==> src/rtl/ppm_encoder.sv <==
// ppm_encoder: four-channel PPM frame generator.
//
// Each frame starts with frame_start, then sends four channel slots. A slot is
// a separator low of SEP_US followed by a mark high, and lasts 1000 + 4*val us
// in total. After the fourth slot comes a separator-length low tail, then the
// line idles high until FRAME_US has elapsed since frame entry. Timing is
// counted in microsecond ticks derived from sys_clk by a CLK_PER_US prescaler.
//
// Ports:
//   sys_clk              system clock
//   resetn               synchronous active-low reset
//   enable               start/continue frames (sampled at IDLE and GAP exits)
//   upd                  one-cycle strobe loading ch*_val into shadow registers
//   ch0_val..ch3_val     channel values 0..255
//   ppm_out              PPM stream (idle high)
//   frame_start          one-cycle pulse on frame entry
//   busy                 high while a frame is in progress
//   ch_idx               channel slot currently being sent
//
// Build option: define PPM_INVERT_EN to invert ppm_out everywhere, including
// in reset (idle low, separators high).

module ppm_encoder #(
  parameter int unsigned CLK_PER_US = 38,
  parameter int unsigned FRAME_US   = 20000,
  parameter int unsigned SEP_US     = 300
) (
  input  logic       sys_clk,
  input  logic       resetn,
  input  logic       enable,
  input  logic       upd,
  input  logic [7:0] ch0_val,
  input  logic [7:0] ch1_val,
  input  logic [7:0] ch2_val,
  input  logic [7:0] ch3_val,
  output logic       ppm_out,
  output logic       frame_start,
  output logic       busy,
  output logic [1:0] ch_idx
);

  localparam int unsigned PW = $clog2(CLK_PER_US + 1);
  localparam int unsigned FW = 15;
  localparam int unsigned CW = 16;
  localparam int unsigned SW = 11;

`ifdef PPM_INVERT_EN
  localparam logic LVL_HI = 1'b0;
`else
  localparam logic LVL_HI = 1'b1;
`endif
  localparam logic LVL_LO = ~LVL_HI;

  typedef enum logic [2:0] {
    S_IDLE,
    S_SEP,
    S_MARK,
    S_TAIL,
    S_GAP
  } state_t;

  state_t          r_state;
  logic [PW-1:0]   r_presc;
  logic [FW-1:0]   r_frame;
  logic [CW-1:0]   r_cnt;
  logic [3:0][7:0] r_shd;
  logic [3:0][7:0] r_act;
  logic            r_ppm;
  logic            r_fs;
  logic            r_busy;
  logic [1:0]      r_ch;

  logic [3:0][7:0] w_ch_in;
  logic [7:0]      w_val;
  logic [SW-1:0]   w_slot;
  logic [CW-1:0]   w_mark_len;
  logic            w_tick;
  logic            w_sep_done;
  logic            w_mark_done;
  logic            w_frame_done;
  logic            w_entry;

  assign w_ch_in = {ch3_val, ch2_val, ch1_val, ch0_val};

  // Microsecond tick; prescaler is held at zero while idle.
  assign w_tick = (r_state != S_IDLE) && (r_presc == PW'(CLK_PER_US - 1));

  // Slot width 1000 + 4*val us; the mark is what remains after the separator.
  assign w_val      = r_act[r_ch];
  assign w_slot     = SW'(1000) + SW'({w_val, 2'b00});
  assign w_mark_len = CW'(w_slot) - CW'(SEP_US);

  assign w_sep_done   = w_tick && (r_cnt == CW'(SEP_US - 1));
  assign w_mark_done  = w_tick && (r_cnt == (w_mark_len - CW'(1)));
  assign w_frame_done = w_tick && (r_frame == FW'(FRAME_US - 1));

  // Frame entry happens from IDLE or at the end of GAP, whenever enable is set.
  assign w_entry = enable &&
                   ((r_state == S_IDLE) || ((r_state == S_GAP) && w_frame_done));

  // Shadow capture on upd; active set refreshed only on frame entry, taking the
  // live inputs when upd lands on the same cycle.
  always_ff @(posedge sys_clk) begin
    if (!resetn) begin
      r_shd <= '0;
      r_act <= '0;
    end else begin
      if (upd) begin
        r_shd <= w_ch_in;
      end
      if (w_entry) begin
        r_act <= upd ? w_ch_in : r_shd;
      end
    end
  end

  // Frame sequencing FSM with registered outputs.
  always_ff @(posedge sys_clk) begin
    if (!resetn) begin
      r_state <= S_IDLE;
      r_presc <= '0;
      r_frame <= '0;
      r_cnt   <= '0;
      r_ppm   <= LVL_HI;
      r_fs    <= 1'b0;
      r_busy  <= 1'b0;
      r_ch    <= '0;
    end else begin
      r_fs <= 1'b0;

      if (r_state == S_IDLE) begin
        r_presc <= '0;
      end else if (w_tick) begin
        r_presc <= '0;
      end else begin
        r_presc <= r_presc + PW'(1);
      end

      if (w_tick) begin
        r_frame <= r_frame + FW'(1);
        r_cnt   <= r_cnt + CW'(1);
      end

      if (w_entry) begin
        r_state <= S_SEP;
        r_fs    <= 1'b1;
        r_busy  <= 1'b1;
        r_ch    <= '0;
        r_ppm   <= LVL_LO;
        r_presc <= '0;
        r_frame <= '0;
        r_cnt   <= '0;
      end else begin
        case (r_state)
          S_IDLE: begin
            r_ppm  <= LVL_HI;
            r_busy <= 1'b0;
          end
          S_SEP: begin
            if (w_sep_done) begin
              r_state <= S_MARK;
              r_ppm   <= LVL_HI;
              r_cnt   <= '0;
            end
          end
          S_MARK: begin
            if (w_mark_done) begin
              r_ppm <= LVL_LO;
              r_cnt <= '0;
              if (r_ch != 2'd3) begin
                r_ch    <= r_ch + 2'd1;
                r_state <= S_SEP;
              end else begin
                r_state <= S_TAIL;
              end
            end
          end
          S_TAIL: begin
            if (w_sep_done) begin
              r_state <= S_GAP;
              r_ppm   <= LVL_HI;
              r_cnt   <= '0;
            end
          end
          S_GAP: begin
            // enable low here: frame has run its full length, fall back to idle.
            if (w_frame_done) begin
              r_state <= S_IDLE;
              r_busy  <= 1'b0;
              r_ch    <= '0;
              r_ppm   <= LVL_HI;
            end
          end
          default: begin
            r_state <= S_IDLE;
            r_busy  <= 1'b0;
            r_ppm   <= LVL_HI;
          end
        endcase
      end
    end
  end

  assign ppm_out     = r_ppm;
  assign frame_start = r_fs;
  assign busy        = r_busy;
  assign ch_idx      = r_ch;

endmodule
==> config.mk <==
export PLATFORM = sky130hd
export DESIGN_NAME = ppm_encoder
export DESIGN_NICKNAME = d
export VERILOG_FILES = /design/src/rtl/ppm_encoder.sv
export SDC_FILE = /design/constraint.sdc
export NUM_CORES = 1
export LEC_CHECK = 0
export ABC_AREA = 1
export ABC_CLOCK_PERIOD_IN_PS = 3020
export CAP_MARGIN = 20
export CORE_MARGIN = 1
export CORE_UTILIZATION = 61
export CTS_CLUSTER_DIAMETER = 120
export DETAILED_ROUTE_END_ITERATION = 8
export DONT_BUFFER_PORTS = 1
export GPL_ROUTABILITY_DRIVEN = 0
export HOLD_SLACK_MARGIN = 0.02
export PLACE_DENSITY = 0.8
export REMOVE_ABC_BUFFERS = 1
export SLEW_MARGIN = 20
export SYNTH_ARGS = -nofsm -noshare
export SYNTH_HDL_FRONTEND = slang
export SYNTH_SLANG_ARGS = --single-unit
export TNS_END_PERCENT = 10
==> constraint.sdc <==
create_clock -name sys_clk -period 3.02 [get_ports sys_clk]
set_input_delay 0.302 -clock sys_clk [delete_from_list [all_inputs] [get_ports sys_clk]]
set_output_delay 0.302 -clock sys_clk [all_outputs]
set_load 0.02 [all_outputs]
==> flow_summary.yaml <==
layout:
  final_common_cell: "nand2_1"
  utilization_pct: 68.2
  multi_input_area_um2: 2660
  fill_cells: 669
  register_area_um2: 2190
  stdcell_area_um2: 5570
  n_antenna_cell: 0
  mostFrequentLayoutCells: "nand2_1 (163), dfxtp_1 (107), nor2_1 (88)"
  syn_to_final_growth_pct: 8.42
  layout.nets: 740
  drive_above_1_share_pct: 11.1
  post_layout_nonfiller_instances: 807
timing:
  maxSlewViolCount: 0
  clock-skew-final_ns: 0.0146
  relSlewSlack_pct: 62.4
  fmax_mhz: 360
  rsz0062_at_grt: "yes"
  worst_pin_slew_ns: 0.559
  holdWs_ns: 0.0311
  setup_violations: 0
  hold_viol_final: 0
  fin_crit_sh_pct: 92.0
  fin_crit_ns: 2.78
outcome:
  status: "finished clean"
power_and_ir_drop:
  power_density_nw_per_um2: 708
  total_leakage_power_nw: 2.37
  ir_drop_v: 0.000434
drt:
  drtAntennaViolNets: 0
  drtIter0Drc: 237
  totalWireLength_mm: 10.6
  avgViaCountPerCell: 5.42
  dr.pass1.iters: 5
  vias: 4374
  wl_per_cell_um: 13.2
  drc_errors: 0
setup_path:
  start_kind: "register"
  crit_start: "ch_idx[0]$_SDFFE_PP0P_"
  slowest_delay_ns: 0.39
  r2r-start: "ch_idx[0]$_SDFFE_PP0P_"
  worst_ep_arrival_time_ns: 3.05
  path_cells: "inv_6 > nand2_1 > nand3_1 > nand2_4 > ha_4 > xor2_2 > nor2_1 > a21oi_1 > nand3_1 > nor2_1 > nand3_1 > nor2_2 > nand3_1 > nor2_2 > nand3_2 > nand2_4 > nand3_2 > nand4_1 > inv_2"
  cp_max_fo: 11
  crit_path_end_kind: "register"
  path_class: "register to register"
  crit_top_cell: "nand3_1"
  cpMaxStageDelayCell: "dfxtp_4"
  required_ns: 3.29
cts:
  cts_root_buffer: "clkbuf_8"
  clock_sinks: 109
  clock_latency_ns: 0.37
  numCtsBuffers: 9
  path_clk_slew_ns: 0.12
  cts_setup_buffers: 0
  h-tree-depth: 3
  cts_tree: "yes"
  cts_max_path_buffers: 2
floorplan:
  io_pins: 41
  die_w_um: 93.8
  rows: 33
  core_um2: 8180
  start_util_pct: 62.9
  dieHeight_um: 93.8
  die_area_um2: 8800
synth:
  synthCells: 692
  synthFlopType: "dfxtp_1"
  avgSynthCellArea_um2: 7.43
  synthArstFlopShare_pct: 0
  ys_warn_count: 0
  ys_types: 41
  syn_area_um2: 5140
  synth-seq-area-share_pct: 42.5
  ys_ff_latch: 109
  synth-edff-count: 0
placement:
  place_area_um2: 5270
  numPortBuffers: 0
  place_inst: 788
  hpwl_mm: 7.62
global_route:
  grt_util_all_layers_pct: 25.0
  grt_max_degree: 35
  antenna_found_initial: 0
  grt_pass1_wl_mm: 17.7
  grt_pass1_vias: 4088
  grt.overflow.total: 0
job:
  cap_viol_max_count: 0
min_path:
  hold_path.startpoint: "resetn"
  hp-class: "input port to register"
## cell families (layout without fill, tap and decap cells)
kind of cell,count (synthesis),count (layout),share of synthesized area (%)
flops,109,109,42.5
compound gates,62,62,6.57
simple gates,371,373,32.4
xor+xnor,19,19,3.24
buf+inv,92,100,7.45
fa+ha+maj,7,7,1.70
mux,32,32,6.23
## routing by layer
metal  GRT usage, %  wire length, µm  part of all wire, %
met4           10.8              202                  1.9
met5              0                0                    0
met1           29.7             4740                   45
met2           43.0             5170                   49
met3           5.99              523                  4.9
## flip-flops by register name, summed over array words and instances (netlist names), 2 cells and up
signal,flops
r_cnt,16
r_state,3
r_act,32
ch_idx,2
r_shd,32
r_presc,6
r_frame,15
## synth_stat cells (11+ instances only)
library cell,n,area share (%)
inv_1,54,3.9
nand2_1,163,12
xor2_1,16,2.7
dfxtp_1,109,42
nand2_2,11,1.3
mux2i_1,32,6.2
nand4_1,17,2.1
o21ai_0,35,3.4
a21oi_1,15,1.5
nand3_1,57,5.6
clkbuf_1,12,0.88
inv_2,11,0.80
nor2_1,90,6.6
## metrics by stage
stage / total power, mW / TNS (ns) / setup WS [ns]
after floorplan: 2.67 / -3.95 / -0.260
after global placement: 2.94 / -0.0918 / -0.0255
after detailed placement: 2.98 / -1.81 / -0.182
after CTS: 3.85 / 0 / 0.0288
after global routing: 4.22 / -0.0331 / -0.0217
final: 3.95 / 0 / 0.241
## worst max-delay path, delay by kind of cell, from the launching register on
kind                     cells  cell delay (ns)
AO/OA/AOI/OAI                1             0.12
XOR/XNOR                     1             0.18
adder cells (fa/ha/maj)      1             0.29
buffers and inverters        2             0.12
flip-flops                   1             0.39
AND/OR/NAND/NOR             14             1.56
## final timing paths
kind                            slack [ns]                      end  cells after the start
worst max register to register        0.24      r_cnt[4]$_SDFF_PP0_                     19
worst min register to register        0.47   r_act[14]$_SDFFE_PN0P_                      2
worst max-delay path                  0.24      r_cnt[4]$_SDFF_PP0_                     19
worst min-delay path                  0.03  r_state[0]$_SDFFE_PN0P_                      2
## layout make-up
type	instances	area share (%)
clock buffer	9	2.22
clock inverter	7	1.35
inverter	68	4.67
multi-input combinational	493	47.7
sequential	109	39.2
tap	105	2.36
timing repair buffer	16	2.42
## report_power, final
group / internal, mW / switching [mW]
combinational: 0.478 / 0.905
sequential: 1.59 / 0.115
clock: 0.329 / 0.533
## repair_timing
item,4_1_cts,5_1_grt
endpoints found under the hold margin,1,0
hold buffers,1,0
cloned,0,2
setup endpoints to repair,12,22
resized for setup,3,14
pin swaps,0,1
Power figures use the tool's default switching activity.
